File: src/rtl/wavegen_pkg.sv
// Shared definitions for the waveform generator measurement, sweep and display logic.
package wavegen_pkg;

    typedef enum logic [1:0] {
        ST_IDLE   = 2'd0,
        ST_GATE   = 2'd1,
        ST_SCALE  = 2'd2,
        ST_REPORT = 2'd3
    } fm_state_t;

    localparam int unsigned DEF_CLK_HZ = 100_000_000;
    localparam int unsigned DEF_CNT_W  = 22;
    localparam int unsigned MS_CYCLES  = DEF_CLK_HZ / 1000;
    localparam int unsigned FREQ_MAX   = (1 << DEF_CNT_W) - 1;

    // Hz-per-edge multiplier for each gate_sel code
    localparam int unsigned GATE_MULT_1MS   = 1000;
    localparam int unsigned GATE_MULT_10MS  = 100;
    localparam int unsigned GATE_MULT_100MS = 10;
    localparam int unsigned GATE_MULT_1S    = 1;

    function automatic int unsigned gate_mult(input logic [1:0] sel);
        case (sel)
            2'b00:   return GATE_MULT_1MS;
            2'b01:   return GATE_MULT_10MS;
            2'b10:   return GATE_MULT_100MS;
            default: return GATE_MULT_1S;
        endcase
    endfunction

    // Gate length in clock cycles for a given 1 ms cycle count
    function automatic int unsigned gate_cycles(input int unsigned ms, input logic [1:0] sel);
        return ms * (1000 / gate_mult(sel));
    endfunction

endpackage

File: src/rtl/freq_meter_if.sv
// Control/result bundle between the frequency meter and its host (UI or self-test).
interface freq_meter_if #(
    parameter int unsigned CNT_W = 22
);
    logic             enable;
    logic [1:0]       gate_sel;
    logic [CNT_W-1:0] meas_freq;
    logic             meas_valid;
    logic             overflow;
    logic             busy;

    modport master (
        output enable, gate_sel,
        input  meas_freq, meas_valid, overflow, busy
    );

    modport slave (
        input  enable, gate_sel,
        output meas_freq, meas_valid, overflow, busy
    );
endinterface

File: src/rtl/sync_edge_det.sv
// Two-flop synchronizer followed by a rising-edge pulse; usable for any async input.
module sync_edge_det (
    input  logic clk,
    input  logic rst_n,
    input  logic d,
    output logic rise
);
    logic meta_q;
    logic sync_q;
    logic prev_q;

    // synchronizer chain plus one history register for edge detection
    always_ff @(posedge clk) begin
        if (!rst_n) begin
            meta_q <= 1'b0;
            sync_q <= 1'b0;
            prev_q <= 1'b0;
        end else begin
            meta_q <= d;
            sync_q <= meta_q;
            prev_q <= sync_q;
        end
    end

    assign rise = sync_q & ~prev_q;

endmodule

File: src/rtl/freq_meter.sv
// Gated edge-counting frequency meter reporting in Hz.
//
// state     | meaning
// ----------+-----------------------------------------------------
// ST_IDLE   | waiting for enable
// ST_GATE   | counting rising edges for N cycles of the latched gate
// ST_SCALE  | edge count times Hz-per-edge, saturate on overflow
// ST_REPORT | publish result, pulse meas_valid, restart or stop
module freq_meter
    import wavegen_pkg::*;
#(
    parameter int unsigned CLK_HZ = DEF_CLK_HZ,
    parameter int unsigned CNT_W  = DEF_CNT_W
) (
    input  logic        clk,
    input  logic        rst_n,
    input  logic        sig_in,
    freq_meter_if.slave bus
);
    localparam int unsigned MS     = CLK_HZ / 1000;
    localparam int unsigned GATE_W = $clog2(gate_cycles(MS, 2'b11) + 1);
    localparam int unsigned PW     = CNT_W + 10;

    localparam logic [CNT_W-1:0]  CNT_MAX = {CNT_W{1'b1}};
    localparam logic [GATE_W-1:0] LAST_0  = GATE_W'(gate_cycles(MS, 2'b00) - 1);
    localparam logic [GATE_W-1:0] LAST_1  = GATE_W'(gate_cycles(MS, 2'b01) - 1);
    localparam logic [GATE_W-1:0] LAST_2  = GATE_W'(gate_cycles(MS, 2'b10) - 1);
    localparam logic [GATE_W-1:0] LAST_3  = GATE_W'(gate_cycles(MS, 2'b11) - 1);

    fm_state_t         state;
    fm_state_t         state_next;
    logic              load_gate;
    logic              sig_rise;
    logic [1:0]        gate_sel_q;
    logic [GATE_W-1:0] gate_cnt;
    logic [GATE_W-1:0] gate_last;
    logic [CNT_W-1:0]  edge_cnt;
    logic              edge_sat;
    logic [PW-1:0]     edge_ext;
    logic [PW-1:0]     product;
    logic              scale_ovf;
    logic [CNT_W-1:0]  scale_res;
    logic [CNT_W-1:0]  res_q;
    logic              ovf_q;
    logic [CNT_W-1:0]  meas_freq_q;
    logic              meas_valid_q;
    logic              overflow_q;
    logic              busy_q;

    sync_edge_det u_sync (
        .clk   (clk),
        .rst_n (rst_n),
        .d     (sig_in),
        .rise  (sig_rise)
    );

    // state register
    always_ff @(posedge clk) begin
        if (!rst_n) begin
            state <= ST_IDLE;
        end else begin
            state <= state_next;
        end
    end

    // next-state logic; dropping enable before REPORT abandons the measurement
    always_comb begin
        state_next = state;
        load_gate  = 1'b0;
        case (state)
            ST_IDLE: begin
                if (bus.enable) begin
                    state_next = ST_GATE;
                    load_gate  = 1'b1;
                end
            end
            ST_GATE: begin
                if (!bus.enable) begin
                    state_next = ST_IDLE;
                end else if (gate_cnt == gate_last) begin
                    state_next = ST_SCALE;
                end
            end
            ST_SCALE: begin
                state_next = bus.enable ? ST_REPORT : ST_IDLE;
            end
            ST_REPORT: begin
                if (bus.enable) begin
                    state_next = ST_GATE;
                    load_gate  = 1'b1;
                end else begin
                    state_next = ST_IDLE;
                end
            end
            default: state_next = ST_IDLE;
        endcase
    end

    // terminal gate count for the latched gate selection
    always_comb begin
        gate_last = LAST_0;
        case (gate_sel_q)
            2'b00:   gate_last = LAST_0;
            2'b01:   gate_last = LAST_1;
            2'b10:   gate_last = LAST_2;
            default: gate_last = LAST_3;
        endcase
    end

    // gate and edge counters; gate_sel is only sampled when a gate starts
    always_ff @(posedge clk) begin
        if (!rst_n) begin
            gate_sel_q <= 2'b00;
            gate_cnt   <= '0;
            edge_cnt   <= '0;
            edge_sat   <= 1'b0;
        end else if (load_gate) begin
            gate_sel_q <= bus.gate_sel;
            gate_cnt   <= '0;
            edge_cnt   <= '0;
            edge_sat   <= 1'b0;
        end else if (state == ST_GATE) begin
            gate_cnt <= gate_cnt + 1'b1;
            if (sig_rise) begin
                if (edge_cnt == CNT_MAX) begin
                    edge_sat <= 1'b1;
                end else begin
                    edge_cnt <= edge_cnt + 1'b1;
                end
            end
        end
    end

    // edge count to Hz by constant shift-add (x1000 = x1024 - x16 - x8)
    always_comb begin
        edge_ext = PW'(edge_cnt);
        product  = edge_ext;
        case (gate_sel_q)
            2'b00:   product = (edge_ext << 10) - (edge_ext << 4) - (edge_ext << 3);
            2'b01:   product = (edge_ext << 6) + (edge_ext << 5) + (edge_ext << 2);
            2'b10:   product = (edge_ext << 3) + (edge_ext << 1);
            default: product = edge_ext;
        endcase
        scale_ovf = edge_sat || (product > PW'(CNT_MAX));
        scale_res = scale_ovf ? CNT_MAX : product[CNT_W-1:0];
    end

    // hold the scaled result for the REPORT cycle
    always_ff @(posedge clk) begin
        if (!rst_n) begin
            res_q <= '0;
            ovf_q <= 1'b0;
        end else if (state == ST_SCALE) begin
            res_q <= scale_res;
            ovf_q <= scale_ovf;
        end
    end

    // published outputs; busy tracks the state being entered so it matches state != IDLE
    always_ff @(posedge clk) begin
        if (!rst_n) begin
            meas_freq_q  <= '0;
            overflow_q   <= 1'b0;
            meas_valid_q <= 1'b0;
            busy_q       <= 1'b0;
        end else begin
            meas_valid_q <= 1'b0;
            busy_q       <= (state_next != ST_IDLE);
            if (state == ST_REPORT) begin
                meas_freq_q  <= res_q;
                overflow_q   <= ovf_q;
                meas_valid_q <= 1'b1;
            end
        end
    end

    assign bus.meas_freq  = meas_freq_q;
    assign bus.overflow   = overflow_q;
    assign bus.meas_valid = meas_valid_q;
    assign bus.busy       = busy_q;

endmodule
File: src/flat_wrapper.sv
// flat-port wrapper written by rule: the top's interface ports become plain ports
module freq_meter_flat import wavegen_pkg::*;
#(
    parameter int unsigned CLK_HZ = DEF_CLK_HZ,
    parameter int unsigned CNT_W  = DEF_CNT_W
)
  (clk, rst_n, sig_in, bus_enable, bus_gate_sel, bus_meas_freq, bus_meas_valid, bus_overflow, bus_busy);
  freq_meter_if #(.CNT_W(CNT_W)) bus_i ();
  input  logic clk;
  input  logic rst_n;
  input  logic sig_in;
  input wire logic [$bits(bus_i.enable)-1:0] bus_enable;
  input wire logic [$bits(bus_i.gate_sel)-1:0] bus_gate_sel;
  output wire logic [$bits(bus_i.meas_freq)-1:0] bus_meas_freq;
  output wire logic [$bits(bus_i.meas_valid)-1:0] bus_meas_valid;
  output wire logic [$bits(bus_i.overflow)-1:0] bus_overflow;
  output wire logic [$bits(bus_i.busy)-1:0] bus_busy;
  assign bus_i.enable = bus_enable;
  assign bus_i.gate_sel = bus_gate_sel;
  assign bus_meas_freq = bus_i.meas_freq;
  assign bus_meas_valid = bus_i.meas_valid;
  assign bus_overflow = bus_i.overflow;
  assign bus_busy = bus_i.busy;
  freq_meter #(.CLK_HZ(CLK_HZ), .CNT_W(CNT_W)) u_core (.clk(clk), .rst_n(rst_n), .sig_in(sig_in), .bus(bus_i));
endmodule
File: config.mk
export PLATFORM = sky130hd
export DESIGN_NAME = freq_meter_flat
export DESIGN_NICKNAME = d
export VERILOG_FILES = /design/src/rtl/wavegen_pkg.sv /design/src/rtl/freq_meter_if.sv /design/src/rtl/sync_edge_det.sv /design/src/rtl/freq_meter.sv /design/src/flat_wrapper.sv
export SDC_FILE = /design/constraint.sdc
export NUM_CORES = 1
export LEC_CHECK = 0
export CORE_MARGIN = 2
export CORE_UTILIZATION = 44
export CTS_CLUSTER_DIAMETER = 100
export DETAILED_ROUTE_END_ITERATION = 12
export PLACE_DENSITY_LB_ADDON = 0.08
export SLEW_MARGIN = 30
export SYNTH_ARGS = -nofsm -noshare
export SYNTH_HDL_FRONTEND = slang
export SYNTH_HIERARCHICAL = 1
export SYNTH_SLANG_ARGS = --single-unit
File: constraint.sdc
create_clock -name clk -period 4.38 [get_ports clk]
set_input_delay 0.657 -clock clk [delete_from_list [all_inputs] [get_ports clk]]
set_output_delay 0.657 -clock clk [all_outputs]
set_load 0.01 [all_outputs]
==> results_dict.tcl <==
set metrics [dict create \
    drc 0 \
    final_common_cell "ha_1" \
    grt_pass1_vias 8090 \
    antenna_found_initial 0 \
    p_leak_nw 4.704 \
    start_util_pct 44.67 \
    final_cell_mix "ha_1, dfxtp_1, nor2_1, nand2_1, a21oi_1" \
    synth_cell_type_count 74 \
    first_iter_violations 615 \
    wl_per_cell_um 18.40 \
    dr_total_vias 8552 \
    clock_skew_ns 0.01257 \
    grt_overflow 0 \
    clock-sinks 105 \
    core-area_um2 21760 \
    slew-limit-headroom_pct 40.42 \
    synth_fa_ha_area_share_pct 22.14 \
    dieArea_um2 23290 \
    grt_pass1_wl_um 44360 \
    drv_cap 0 \
    cts_tree "yes" \
    h-tree-depth 3 \
    crit_required_ns 4.58 \
    diodes 0 \
    slowest_delay_ns 0.57 \
    synth-simple-area-share_pct 17.82 \
    grt_max_degree 39 \
    wl_met1_um 13890 \
    clk_pin_slew_ns 0.08 \
    clk_latency_ns 0.36 \
    cts-resized-gates 0 \
    tns_ns 0 \
    period_share_pct 94.89 \
    synth-compound-area-share_pct 21.58 \
    drv_slew 0 \
    crit_path_max_fanout 7 \
    preCtsSetupSlack_ns 0.2022 \
    synth_top_family_by_area "adder cells" \
    syn_area_per_cell_um2 8.458 \
    synth_seq_cells 105 \
    rr_worst_depth 13 \
    clock.fmax_mhz 240.6 \
    cts_inserted_buffers 9 \
    die_x_um 152.6 \
    crit_path_end_kind "register" \
    rows 54 \
    setup.worst_path.class "register to register" \
    die_h_um 152.6 \
    slowest_stage "dfxtp_1" \
    cts-root-buf "clkbuf_16" \
    peakVddDrop_uv 195.7 \
    setup_viol 0 \
    synth_edf_count 0 \
    rsz0062_at_grt "false" \
    dpl.hpwl_um 21250 \
    wl_met2_um 11970 \
    routed_wirelength_um 27250 \
    io_pins 31 \
    power_density_nw_per_um2 184.0 \
    synthCells 1149 \
    viasPerCell 5.774 \
    fin_ws_ns 0.2239 \
    async_reset_ff_share_pct 0 \
    syn-cell-area_um2 9718 \
    area_delta_synth_final_pct 11.63 \
    io_buffers 30 \
    drt_pre_antenna_iters 5 \
    start_kind "register" \
    path_cells "inv_1 -> ha_1 -> ha_1 -> and4_1 -> o211ai_1 -> nand3_1 -> nor2b_1 -> a2bb2oi_1 -> a311o_1 -> a31oi_1 -> a2111o_1 -> nor2_1 -> o31ai_1" \
    synth_ff_type "dfxtp_1" \
    clockBufferDepth 2 \
    post_cts_buffers 0 \
    fin_nets 1353 \
    synth_xor_area_share_pct 8.832 \
    whs_ns 0.4524 \
    post-route-min-period_ns 4.156 \
    min_path_type "register to register" \
    cpMostUsedCell "ha_1" \
    min_path_cells 1 \
    critPathArrivalTime_ns 4.36 \
    yosysSeqAreaShare_pct 21.63 \
    hold_viol 0 \
    gp_congestion 0.9571 \
    grt_use_total_pct 23.45 \
    syn-num-nets 1306 \
    yosys_warnings 6 \
    highest_layer "met4" \
    postCtsHoldBufs 0 \
    ant_nets 0 \
    drive_gt1_share_pct 7.577 \
    muxShareOfSynthArea_pct 3.219 \
    tightest_slew_ns 0.8937 \
    outcome "completed" \
    met3_wirelength_um 1025 \
]
==> logic make-up after synthesis <==
family | after synthesis
mux | 31
xor+xnor | 98
compound gates | 317
flops | 105
simple gates | 348
buf+inv | 99
fa+ha+maj | 151
==> cell usage after synthesis, types with 21 or more instances <==
cell | number | area share, %
xor2_1 | 44 | 4.0
a21oi_1 | 89 | 4.6
nor2_1 | 95 | 3.7
a31oi_1 | 24 | 1.5
o21ai_0 | 54 | 2.8
clkbuf_1 | 35 | 1.4
dfxtp_1 | 105 | 22
inv_1 | 53 | 2.0
xnor2_1 | 54 | 4.9
nand4_1 | 21 | 1.4
nand3_1 | 26 | 1.3
ha_1 | 116 | 15
nor2b_1 | 37 | 2.4
nand2_1 | 88 | 3.4
fa_1 | 35 | 7.2
mux2i_1 | 29 | 3.0
==> layer usage <==
layer  vias to the layer above  GRT usage, %
met5                         -             0
met4                         0         5.732
met1                      4096         35.89
li1                       4260             -
met3                        20         1.422
met2                       176         35.96
==> power breakdown <==
part | internal (W) | switching (W)
Sequential | 0.000958 | 0.00000400
Combinational | 0.0000526 | 0.0000944
Clock | 0.000462 | 0.000424
Total | 0.00147 | 0.000523
==> path summary, 6_finish.rpt <==
kind	from	to	slack [ns]
setup reg to reg	u_core/edge_cnt[5]	u_core/res_q[16]	0.22
hold / removal	u_core/u_sync/meta_q	u_core/u_sync/sync_q	0.45
hold reg to reg	u_core/u_sync/meta_q	u_core/u_sync/sync_q	0.45
setup / recovery	u_core/edge_cnt[5]	u_core/res_q[16]	0.22
==> stage by stage <==
step	total power [W]	area (um2)	util, %	instances
after floorplan	0.001082	9718	-	1149
after global placement	0.001131	10510	48.30	1465
after detailed placement	0.001130	10510	48.30	1465
after CTS	0.002018	10830	49.78	1481
after global routing	0.002071	10850	49.86	1481
final	0.001996	10850	49.86	1481
==> sequential cells by signal, indices dropped and copies added (netlist names) <==
name and cells:
u_core/state 2, u_core/gate_sel_q 2, u_core/u_sync/meta_q 1, u_core/bus.meas_freq 22, u_core/edge_sat 1, u_core/res_q 22
u_core/ovf_q 1, u_core/gate_cnt 27, u_core/u_sync/prev_q 1, u_core/bus.overflow 1, u_core/u_sync/sync_q 1, u_core/edge_cnt 22
u_core/bus.busy 1, u_core/bus.meas_valid 1
==> final cells by class <==
type                    instances  area [um2]
clock buffers                   9       225.2
clock inverters                 7       96.34
fillers                      2130       10910
inverters                      53       198.9
multi-input cells             945        7171
flip-flops and latches        105        2103
well taps                     280       350.3
repair buffers                 82       703.2
==> critical path, delay by kind of cell, from the launching register on <==
kind                       cells  cell delay [ns]
AOI/OAI and AO/OA              6             1.60
and+or+nand+nor                4             0.93
adders and majority gates      2             0.70
DFF                            1             0.57
buffers and inverters          1             0.17
(Power assumes the default switching activity.)
